`config.mk`:
```
export PLATFORM = sky130hd
export DESIGN_NAME = pipe_hazard_ctrl
export DESIGN_NICKNAME = d
export VERILOG_FILES = /design/src/rtl/pipe_hazard_pkg.sv /design/src/rtl/hazard_sat_counter.sv /design/src/rtl/pipe_hazard_ctrl.sv
export SDC_FILE = /design/constraint.sdc
export NUM_CORES = 1
export LEC_CHECK = 0
export CAP_MARGIN = 20
export CORE_MARGIN = 3
export CORE_UTILIZATION = 45
export DETAILED_ROUTE_END_ITERATION = 7
export PLACE_DENSITY = 0.74
export SYNTH_ARGS = -nofsm -noshare
export SYNTH_HDL_FRONTEND = slang
export SYNTH_SLANG_ARGS = --single-unit
```
`constraint.sdc`:
```
create_clock -name clk_i -period 2 [get_ports clk_i]
set_input_delay 0.3 -clock clk_i [delete_from_list [all_inputs] [get_ports clk_i]]
set_output_delay 0.3 -clock clk_i [all_outputs]
set_load 0.02 [all_outputs]
```
`src/rtl/pipe_hazard_pkg.sv`:
```
// Shared types for the hazard controller: tracker entry layout, forward-select encoding, source match.
// Register fields are stored at RA_MAX bits so any REG_AW up to 8 fits without re-typing the struct.
package pipe_hazard_pkg;

  localparam int RA_MAX      = 8;
  localparam int FWD_REGFILE = 0;

  typedef struct packed {
    logic              valid;
    logic [RA_MAX-1:0] rd;
    logic              regwrite;
    logic              is_load;
    logic [RA_MAX-1:0] rs;
    logic [RA_MAX-1:0] rt;
    logic              use_rs;
    logic              use_rt;
  } trk_entry_t;

  // Register 0 is hard-wired, so a write to it can never satisfy a reader.
  function automatic logic src_match(trk_entry_t e, logic [RA_MAX-1:0] addr, logic use_src);
    return e.valid && e.regwrite && use_src && (e.rd == addr) && (e.rd != '0);
  endfunction

endpackage

```
`src/rtl/hazard_sat_counter.sv`:
```
// Saturating event counter: counts inc cycles, sticks at all-ones, frozen while hold is high.
// One-cycle update latency; synchronous active-high reset.
module hazard_sat_counter #(
  parameter int CNT_W = 16
) (
  input  logic             clk,
  input  logic             rst,
  input  logic             hold,
  input  logic             inc,
  output logic [CNT_W-1:0] count
);

  always_ff @(posedge clk) begin
    if (rst) begin
      count <= '0;
    end else if (!hold && inc && (count != '1)) begin
      count <= count + CNT_W'(1);
    end
  end

endmodule

```
`src/rtl/pipe_hazard_ctrl.sv`:
```
// Hazard/forwarding controller over DEPTH post-decode stages: ID stall/bubble, IF/ID flush, EX forward selects.
// Outputs combinational, tracker shifts in 1 cycle; define BRANCH_ID_RESOLVE_EN for ID-stage branch operand stalls.
module pipe_hazard_ctrl
  import pipe_hazard_pkg::*;
#(
  parameter int REG_AW       = 5,
  parameter int DEPTH        = 3,
  parameter int LOAD_FWD_IDX = 2,
  parameter int CNT_W        = 16
) (
  input  logic                     clk_i,
  input  logic                     rst_i,
  input  logic                     hold_i,
  input  logic                     id_valid_i,
  input  logic [REG_AW-1:0]        id_rs_i,
  input  logic [REG_AW-1:0]        id_rt_i,
  input  logic                     id_use_rs_i,
  input  logic                     id_use_rt_i,
  input  logic [REG_AW-1:0]        id_rd_i,
  input  logic                     id_regwrite_i,
  input  logic                     id_is_load_i,
  input  logic                     id_branch_i,
  input  logic                     id_branch_taken_i,
  input  logic                     id_jump_i,
  output logic                     stall_o,
  output logic                     flush_o,
  output logic [$clog2(DEPTH)-1:0] fwd_rs_sel_o,
  output logic [$clog2(DEPTH)-1:0] fwd_rt_sel_o,
  output logic [CNT_W-1:0]         stall_cnt_o,
  output logic [CNT_W-1:0]         flush_cnt_o
);

  localparam int SW = $clog2(DEPTH);

  trk_entry_t [DEPTH-1:0] trk;
  trk_entry_t             id_ent;
  trk_entry_t             ent0_nxt;
  logic                   load_use;
  logic                   br_haz;
  logic                   hazard;
  logic                   unused_retire;

  always_comb begin
    id_ent          = '0;
    id_ent.valid    = id_valid_i;
    id_ent.rd       = RA_MAX'(id_rd_i);
    id_ent.regwrite = id_regwrite_i;
    id_ent.is_load  = id_is_load_i;
    id_ent.rs       = RA_MAX'(id_rs_i);
    id_ent.rt       = RA_MAX'(id_rt_i);
    id_ent.use_rs   = id_use_rs_i;
    id_ent.use_rt   = id_use_rt_i;
  end

  always_comb begin
    load_use = 1'b0;
    br_haz   = 1'b0;
    for (int j = 0; j < DEPTH; j++) begin
      if (trk[j].is_load && ((j + 1) < LOAD_FWD_IDX) &&
          (src_match(trk[j], id_ent.rs, id_use_rs_i) || src_match(trk[j], id_ent.rt, id_use_rt_i))) begin
        load_use = 1'b1;
      end
`ifdef BRANCH_ID_RESOLVE_EN
      // The last entry writes the regfile this cycle and is covered by write-through.
      if (id_branch_i && (j < DEPTH - 1) &&
          (src_match(trk[j], id_ent.rs, id_use_rs_i) || src_match(trk[j], id_ent.rt, id_use_rt_i))) begin
        br_haz = 1'b1;
      end
`endif
    end
  end

  assign hazard  = !rst_i && id_valid_i && (load_use || br_haz);
  assign stall_o = !rst_i && (hazard || hold_i);
  assign flush_o = !rst_i && id_valid_i && !stall_o && (id_jump_i || (id_branch_i && id_branch_taken_i));

  // Scan oldest to youngest so the youngest matching writer is the one left standing.
  always_comb begin
    fwd_rs_sel_o = SW'(FWD_REGFILE);
    fwd_rt_sel_o = SW'(FWD_REGFILE);
    if (!rst_i && trk[0].valid) begin
      for (int k = DEPTH - 1; k >= 1; k--) begin
        if (src_match(trk[k], trk[0].rs, trk[0].use_rs)) fwd_rs_sel_o = SW'(k);
        if (src_match(trk[k], trk[0].rt, trk[0].use_rt)) fwd_rt_sel_o = SW'(k);
      end
    end
  end

  assign ent0_nxt = stall_o ? trk_entry_t'('0) : id_ent;

  always_ff @(posedge clk_i) begin
    if (rst_i) begin
      trk <= '0;
    end else if (!hold_i) begin
      trk <= {trk[DEPTH-2:0], ent0_nxt};
    end
  end

  assign unused_retire = ^{trk[DEPTH-1].rs, trk[DEPTH-1].rt, trk[DEPTH-1].use_rs, trk[DEPTH-1].use_rt};

  hazard_sat_counter #(.CNT_W(CNT_W)) u_stall_cnt (
    .clk   (clk_i),
    .rst   (rst_i),
    .hold  (hold_i),
    .inc   (hazard),
    .count (stall_cnt_o)
  );

  hazard_sat_counter #(.CNT_W(CNT_W)) u_flush_cnt (
    .clk   (clk_i),
    .rst   (rst_i),
    .hold  (hold_i),
    .inc   (flush_o),
    .count (flush_cnt_o)
  );

endmodule

```
# After elaboration in Yosys (flattened, before gate mapping)
# Cells that the tools add are included.
[classes] n_addsub=2 eq_ne=8 mux=8 n_reduce_logical=42
[ops] cell="1-bit logical AND" count=33
[ops] cell="16-bit by 1-bit adder with 16-bit output, second input constant" count=2
[ops] cell="8-bit == test" count=4
[ops] cell="16-bit inequality test, second input constant" count=2
[ops] cell="29-bit 2-to-1 mux" count=1
[ops] cell="8-bit nonzero test" count=3
[ops] cell="8-bit by 5-bit == test with 1-bit output" count=2
[ops] cell="2-bit 2-to-1 mux" count=6
[ops] cell="1-bit zero test" count=3
[ops] cell="1-bit logical OR" count=3
[ops] cell="1-bit 2-to-1 mux" count=1
[word_totals] reg_bits=81 input_bits=26 output_inout_bits=38 word_cells=76

# Depth between registers and ports, before layout
# Gate-level depths: netlist of run 1.
[logic_depth] depth_word=15 depth_mapped=8 ltp_nobuf=7

# Cells and area by module
# From an unflattened synthesis of run 1, not the netlist that was laid out.
[unflattened] hier_cells=421 hier_area_um2=3629.7
[by_module_without_submodules] module="pipe_hazard_ctrl" instances=1 cells_per_inst=225 area_each_um2=1890.6 seq_area_each_um2=680.7
[by_module_without_submodules] module="hazard_sat_counter" instances=2 cells_per_inst=98 area_each_um2=869.6 seq_area_each_um2=320.3

# Worst setup path after synthesis of run 1
# Ideal clock, no wire load.
[synth_path] path_kind="register to register" start="register u_stall_cnt.count[0]" end="register u_stall_cnt.count[1]" setup_time_ns=0.128 arrival_ns=1.969 t_required_ns=1.872 slack_ns=-0.096 stages_incl_launch_ff=9 n_path_buf=1 synth_period_minus_slack_ns=2.096 cell_sequence="dfxtp_1 -> ha_1 -> nand3_1 -> nor4_1 -> nor2_1 -> nand3_1 -> buf_2 -> mux2i_1 -> nor2_1"
[synth_between] elab_chain_len=2 elab_cells_between_ends=3 classes_between="1 x add/sub; 1 x eq/ne; 1 x reduce/logical"
[synth_lines] element="start: declaration" line_no="hazard_sat_counter.sv:10" source="output logic [CNT_W-1:0] count"
[synth_lines] element="start signal: assignment" line_no="hazard_sat_counter.sv:17" source="count <= count + CNT_W'(1);"
[synth_lines] element="branches (longest 2 deep; another with 16-bit by 1-bit adder with 16-bit output)"
# Parallel ways; which one is timed is not known.
# A chain may end at the register's enable or synchronous reset.

# Final worst setup path of run 1
[layout_path] start="register trk[21] in the netlist's numbering" end="output flush_o"
[layout_between] elab_chain_len=12 elab_cells_between_ends=16 classes_between="2 x eq/ne; 1 x mux; 13 x reduce/logical"
[layout_lines] element="start: declaration" line_no="pipe_hazard_ctrl.sv:35" source="trk_entry_t [DEPTH-1:0] trk;"
[layout_lines] element="start signal: assignment" line_no="pipe_hazard_ctrl.sv:95" source="trk <= {trk[DEPTH-2:0], ent0_nxt};"
[layout_lines] element="8-bit by 5-bit == test with 1-bit output" line_no="pipe_hazard_pkg.sv:21" source="return e.valid && e.regwrite && use_src && (e.rd == addr) && (e.rd != '0);"
[layout_lines] element="1-bit logical AND (2 in a row)" line_no="pipe_hazard_pkg.sv:21"
[layout_lines] element="1-bit logical OR (*)" line_no="pipe_hazard_ctrl.sv:60" source="(src_match(trk[j], id_ent.rs, id_use_rs_i) || src_match(trk[j], id_ent.rt, id_use_rt_i))) begin"
[layout_lines] element="1-bit logical AND (*)" line_no="pipe_hazard_ctrl.sv:59" source="if (trk[j].is_load && ((j + 1) < LOAD_FWD_IDX) &&"
[layout_lines] element="1-bit 2-to-1 mux (*)" line_no="pipe_hazard_ctrl.sv:59"
[layout_lines] element="1-bit logical AND (*)" line_no="pipe_hazard_ctrl.sv:73" source="assign hazard = !rst_i && id_valid_i && (load_use || br_haz);"
[layout_lines] element="1-bit logical OR (*)" line_no="pipe_hazard_ctrl.sv:74" source="assign stall_o = !rst_i && (hazard || hold_i);"
[layout_lines] element="1-bit logical AND (*)" line_no="pipe_hazard_ctrl.sv:74"
[layout_lines] element="1-bit zero test (*)" line_no="pipe_hazard_ctrl.sv:75" source="assign flush_o = !rst_i && id_valid_i && !stall_o && (id_jump_i || (id_branch_i && id_branch_taken_i));"
[layout_lines] element="1-bit logical AND (*) (2 in a row)" line_no="pipe_hazard_ctrl.sv:75"
[layout_lines] element="end: declaration" line_no="pipe_hazard_ctrl.sv:26" source="output logic flush_o,"
# Mark *: on every way between the ends. The rest lies on a longest branch, timed or not.

==> flow_summary_export.csv, run 1 <==
group,metric,value,unit
outcome,status,"finished with violations",
outcome,violations,"setup timing",
sta,finalCriticalPeriod,2.22,ns
synth,ys_seq_area_share,40.8,%
synth,synthCells,355,
clocking,clockRootBuffer,"clkbuf_8",
synth,synth.avg_cell_area,9.12,sq um
power,power_per_cell_area,540,nW/um^2
synth,ys_warn_count,0,
worst_setup_path,cp.arrival,1.92,ns
sta,finalCritPeriodShare,111,%
worst_setup_path,cp-end-kind,"output pin",
synth,synth_nets,383,
synth,muxShareOfSynthArea,6.30,%
cells_and_area,final_common_cell,"dfxtp_1",
routing,routed_wl,10400,microns
global_route,grt_usage,23.6,%
sta,clock_skew,0.00787,ns
worst_hold_path,whs_path_depth,3,
synth,yosys.area.top_type,"dfxtp_1",
clocking,cts_max_level,3,
placed_design,dpl_cell_area,4380,sq um
worst_setup_path,crit_path_max_fanout,3,
synth,synthSimpleGateAreaFrac,24.1,%
worst_hold_path,whs_endpoint,"trk[28]$_SDFFE_PP0N_",
clocking,cts_tree,"yes",
synth,netlist_area,3240,sq um
sta,worst-slew-pin-transition,0.390,ns
placed_design,io_buffers,63,
global_route,grt_pass1_wl,15900,microns
sta,finalHoldViolations,0,
floorplanning,die_height,90.8,microns
floorplanning,rows,30,
power,p_leak,1.99,nW
worst_setup_path,crit_buf_inv,3,
routing,vias,3391,
routing,firstDrtPassIters,6,
clocking,cts_buffer_depth,2,
routing,ant_nets,0,
worst_setup_path,r2r_cells,9,
cells_and_area,final_cell_area,5110,sq um
worst_setup_path,path_delay_family,"simple AND/OR/NAND/NOR gates",
synth,ys_types,53,
sta,fin_tns_setup,-2.18,ns
global_route,antenna_found_initial,0,
cells_and_area,num-nets-final,513,
cells_and_area,synthToLayoutAreaGrowth,57.9,%
routing,drt_iter0_drc,187,
worst_setup_path,rr_startpoint,"trk[21]$_SDFFE_PP0N_",
cells_and_area,layout_common_cells,"dfxtp_1 (58), clkdlybuf4s50_1 (49), buf_4 (49), nor2_1 (33)",
global_route,first_global_vias,3213,
routing,vias_per_cell,5.80,
worst_setup_path,slowest_stage,"or4_4",
worst_setup_path,slowest_delay,0.54,ns
floorplanning,core,6870,sq um
sta,slew_viol_final,0,
clocking,cts_inserted_buffers,9,
synth,synth_top_cell_area_share,40.8,%
synth,ys_ff_latch,66,
routing,drc,0,
floorplanning,start_util,47.2,%
worst_setup_path,worstReg2RegEnd,"u_stall_cnt.count[9]$_SDFFE_PP0P_",
cells_and_area,drive_gt1_share,32.7,%
synth,synth_top_family_by_area,"simple AND/OR/NAND/NOR gates",
power,power,2.76,mW
run,maxCapViolations,0,
cells_and_area,final_util,74.5,%
worst_hold_path,hold_path.class,"input port to register",
global_route,grt_start_max_net_pins,29,
worst_setup_path,path_class,"register to output pin",
synth,synthArstFlopShare,0,%
worst_setup_path,cp-start-kind,"register",
clocking,clk_latency,0.36,ns
sta,setup_viol,24,
synth,ys.flop_type,"dfxtp_1",
synth,synth_edf_count,0,
floorplanning,die_w,90.8,microns
synth,synth_compound_area_share,15.9,%
synth,synthAdderAreaFrac,0.772,%
placed_design,place_hpwl,6580,microns
routing,wl_per_cell,17.8,microns
clocking,path_clk_slew,0.07,ns
global_route,grt_overflow,0,
worst_setup_path,ff2ff_setup_slack,-0.15,ns
clocking,cts_hold_buf,0,
worst_setup_path,crit_chain,"or4_4 > o211ai_4 > buf_12 > o21ai_4 > inv_2 > buf_6",
placed_design,place_ws,-0.568,ns
worst_hold_path,hold_start,"id_valid_i",
power,irDropWorstVdd,0.000381,V
sta,relSlewSlack,73.8,%
synth,synthTopCellsByArea,"dfxtp_1 (41%), xor2_1 (5.7%), mux2i_1 (5.3%)",
cells_and_area,nFillCells,472,
worst_setup_path,worstPathRequired,1.70,ns
cells_and_area,num_antenna_cells,0,
floorplanning,dieArea,8250,sq um
floorplanning,ios,64,
sta,fmax,0.450,GHz
clocking,cts_sinks,66,
synth,synth_xor_area_share,9.46,%
placed_design,finalWeightedCongestion,0.872,
sta,rsz0062_at_grt,"yes",
sta,setup_ws,-0.223,ns
==> layer usage <==
layer  wire, microns  GRT usage, %  up-vias
li1                -             -     1578
met1            4170          28.8     1644
met2            5300          41.1      143
met3             703          3.75       26
met4             227          10.2        0
met5               0             0        -
==> worst min-delay path: cells and delay by family <==
kind                   cells  cell delay, ns
AOI/OAI and AO/OA          1            0.06
buffers and inverters      1            0.15
and+or+nand+nor            1            0.09
==> area by class of cell <==
| type | instances | area [sq um] | share of cell area [%] |
|---|---|---|---|
| clock inverters | 3 | 15.0 | 0.294 |
| flip-flops and latches | 66 | 1340 | 26.2 |
| clock buffers | 12 | 155 | 3.03 |
| inverters | 4 | 17.5 | 0.342 |
| well taps | 96 | 120 | 2.35 |
| multi-input cells | 271 | 2210 | 43.2 |
| repair buffers | 133 | 1260 | 24.7 |
==> cell families (layout without fill, tap and decap cells) <==
group	after synthesis	count (layout)
compound gates	70	70
simple gates	144	144
xor+xnor	35	35
mux	20	20
flops	66	66
buf+inv	18	152
fa+ha+maj	2	2
==> power breakdown <==
part / internal, mW / switching [mW]
clock: 0.505 / 0.525
sequential: 1.34 / 0.0383
combinational: 0.191 / 0.157
total: 2.04 / 0.720
==> how the worst max path moves through the flow <==
stage,cells past startpoint,startpoint,end
after global placement,8,id_rt_i[1],flush_o
after detailed placement,8,id_rt_i[3],flush_o
after floorplan,5,trk[21]$_SDFFE_PP0N_,u_flush_cnt.count[6]$_SDFFE_PP0P_
after global routing,6,trk[52]$_SDFFE_PP0N_,fwd_rs_sel_o[1]
after CTS,6,trk[52]$_SDFFE_PP0N_,fwd_rs_sel_o[1]
final,6,trk[21]$_SDFFE_PP0N_,flush_o
==> cells in the mapped netlist (6+ instances only) <==
| cell type | number |
|---|---|
| xnor2_1 | 14 |
| nor3_1 | 10 |
| or3_1 | 7 |
| xor2_1 | 21 |
| nor2_1 | 35 |
| nand4_1 | 12 |
| a22o_1 | 19 |
| o21ai_1 | 6 |
| mux2i_1 | 17 |
| nor4_1 | 6 |
| nand3_1 | 24 |
| dfxtp_1 | 66 |
| and3_1 | 6 |
| a21oi_1 | 20 |
| nand2_1 | 18 |
==> stage by stage <==
| step | std cells | hold slack [ns] |
|---|---|---|
| 6_report | 585 | 0.278 |
| 3_3_place_gp | 556 | 0.481 |
| 3_5_place_dp | 556 | 0.503 |
| 5_1_grt | 585 | 0.274 |
| 4_1_cts | 583 | 0.341 |
| 2_1_floorplan | 355 | 0.433 |
==> flip-flops by register name (all words and copies together), names as in the netlist <==
signal	count
trk	34
u_stall_cnt.count	16
u_flush_cnt.count	16
==> timing repair <==
action / CTS / global route
pin swaps: 34 / 32
resized for setup: 78 / 59
setup buffers: 13 / 5
setup endpoints to repair: 42 / 38
gates cloned: 1 / 0
No activity file was read; power rests on OpenSTA's default activity.
==> inputs of run 2 (changes only) <==
--- a/config.mk
+++ b/config.mk
@@ -10,6 +10,7 @@
 export CORE_UTILIZATION = 45
 export DETAILED_ROUTE_END_ITERATION = 7
 export PLACE_DENSITY = 0.74
+export SKIP_LAST_GASP = 1
 export SYNTH_ARGS = -nofsm -noshare
 export SYNTH_HDL_FRONTEND = slang
 export SYNTH_SLANG_ARGS = --single-unit
==> run 2 against run 1 <==
Against the previous run: the run still ends with setup timing left; setup slack improved by 0.013 ns; global-route usage decreased by 0.21 points; sequential share of layout area about the same; clock skew increased by 0.0015 ns; maximum frequency increased by 0.59%.
==> flow_summary_export.csv, run 2 (same netlist as run 1, synthesis figures left out) <==
group,metric,value,unit
sta,setup_viol,25,
clocking,cts_hold_buf,0,
routing,drt_iter0_drc,196,
placed_design,place_ws,-0.568,ns
clocking,cts_tree,"yes",
routing,vias_per_cell,5.85,
cells_and_area,final_common_cell,"dfxtp_1",
cells_and_area,drive_gt1_share,31.8,%
floorplanning,die_w,90.8,microns
floorplanning,ios,64,
floorplanning,core,6870,sq um
global_route,antenna_found_initial,0,
floorplanning,die_height,90.8,microns
sta,slew_viol_final,0,
outcome,status,"finished with violations",
routing,ant_nets,0,
floorplanning,start_util,47.2,%
floorplanning,dieArea,8250,sq um
global_route,grt_start_max_net_pins,29,
cells_and_area,layout_common_cells,"dfxtp_1 (58), buf_4 (53), clkdlybuf4s50_1 (49), nor2_1 (33), xor2_1 (20)",
sta,rsz0062_at_grt,"yes",
worst_setup_path,worstPathRequired,1.70,ns
cells_and_area,largest_reg_flops,34,
worst_setup_path,crit_path_max_fanout,3,
sta,finalCritPeriodShare,110,%
routing,wl_per_cell,17.4,microns
clocking,clockRootBuffer,"clkbuf_8",
worst_hold_path,hold_path.class,"input port to register",
cells_and_area,final_cell_area,5090,sq um
worst_setup_path,cp-start-kind,"register",
cells_and_area,num_antenna_cells,0,
sta,clock_skew,0.00936,ns
run,maxCapViolations,0,
sta,finalCriticalPeriod,2.21,ns
worst_setup_path,crit_chain,"or4_4 > o211ai_4 > buf_12 > o21ai_4 > inv_2 > buf_6",
global_route,first_global_vias,3185,
placed_design,finalWeightedCongestion,0.872,
cells_and_area,synthToLayoutAreaGrowth,57.2,%
clocking,cts_max_level,3,
sta,finalHoldViolations,0,
sta,fmax,0.453,GHz
placed_design,dpl_cell_area,4380,sq um
placed_design,io_buffers,63,
worst_setup_path,slowest_delay,0.54,ns
outcome,violations,"setup timing",
global_route,grt_usage,23.4,%
sta,worst-slew-pin-transition,0.353,ns
routing,routed_wl,10200,microns
cells_and_area,num-nets-final,514,
worst_setup_path,cp.arrival,1.91,ns
clocking,cts_inserted_buffers,9,
global_route,grt_pass1_wl,15800,microns
clocking,clk_latency,0.35,ns
worst_setup_path,slowest_stage,"or4_4",
power,irDropWorstVdd,0.000378,V
cells_and_area,regMostFlops,"trk",
placed_design,place_hpwl,6580,microns
routing,vias,3429,
sta,setup_ws,-0.210,ns
routing,firstDrtPassIters,5,
clocking,path_clk_slew,0.07,ns
worst_setup_path,cp-end-kind,"output pin",
cells_and_area,top_regs,"trk: 34 flops, u_flush_cnt.count: 16 flops, u_stall_cnt.count: 16 flops",
power,p_leak,1.98,nW
routing,drc,0,
power,power_per_cell_area,540,nW/um^2
clocking,cts_buffer_depth,2,
sta,relSlewSlack,76.1,%
global_route,grt_overflow,0,
cells_and_area,final_util,74.1,%
floorplanning,rows,30,
clocking,cts_sinks,66,
worst_setup_path,path_class,"register to output pin",
run 2: cell types whose count changed in the layout (fill, tap and decap cells not counted), sizes merged:
cell	change
buf	+1
run 2: routing by layer:
layer,vias to the layer above,track usage (%),routed length (microns)
met3,25,3.83,494
li1,1575,-,-
met2,141,40.5,5280
met1,1688,28.7,4200
met4,0,9.92,236
met5,-,0,0
run 2: area by class of cell:
| class | instances | area, sq um |
|---|---|---|
| Fill cell | 473 | 1780 |
| Inverter | 4 | 17.5 |
| Timing Repair Buffer | 134 | 1260 |
| Clock inverter | 3 | 15.0 |
| Tap cell | 96 | 120 |
| Sequential cell | 66 | 1330 |
| Multi-Input combinational cell | 271 | 2190 |
| Clock buffer | 12 | 155 |
run 2: power by group:
group	switching (mW)	internal, mW	total, mW
Clock	0.511	0.505	1.02
Combinational	0.157	0.190	0.347
Sequential	0.0378	1.35	1.38
Total	0.706	2.04	2.75
run 2: critical path, delay by kind of cell, from the launching register on:
| family | cells | cell delay [ns] |
|---|---|---|
| buffers and inverters | 3 | 0.35 |
| flip-flops | 1 | 0.33 |
| AO/OA/AOI/OAI | 2 | 0.33 |
| AND/OR/NAND/NOR | 1 | 0.54 |
run 2: repair_timing:
item	CTS	global route
buffers inserted	13	6
pin swaps	34	32
resized for setup	77	51
endpoints found under the setup margin	42	38
gates cloned	1	0
run 2: path summary, 6_finish.rpt:
path | slack (ns) | endpoint | from | depth (start not counted)
worst max-delay path | -0.21 | flush_o | trk[21]$_SDFFE_PP0N_ | 6
worst min-delay path | 0.29 | trk[11]$_SDFFE_PP0N_ | id_rs_i[1] | 2
worst max register to register | -0.14 | u_flush_cnt.count[11]$_SDFFE_PP0P_ | trk[21]$_SDFFE_PP0N_ | 9
worst min register to register | 0.52 | trk[77]$_SDFFE_PP0N_ | trk[77]$_SDFFE_PP0N_ | 2
run 2: stage by stage:
step / hold slack, ns / std cells / total power, mW / setup TNS [ns]
detailed placement: 0.503 / 556 / 1.71 / -17.59
CTS: 0.341 / 583 / 2.73 / -1.33
global route: 0.298 / 586 / 2.85 / -3.98
floorplan: 0.433 / 355 / 1.56 / -0.00690
finish: 0.293 / 586 / 2.75 / -1.97
global placement: 0.481 / 556 / 1.70 / -15.88
==> inputs of run 3 (changes only) <==
--- a/config.mk
+++ b/config.mk
@@ -8,6 +8,7 @@
 export CAP_MARGIN = 20
 export CORE_MARGIN = 3
 export CORE_UTILIZATION = 45
+export CTS_CLUSTER_DIAMETER = 40
 export DETAILED_ROUTE_END_ITERATION = 7
 export PLACE_DENSITY = 0.74
 export SKIP_LAST_GASP = 1
==> results of run 3 <==
Same layout as run 2: the final DEF is identical, and so are final timing and power.
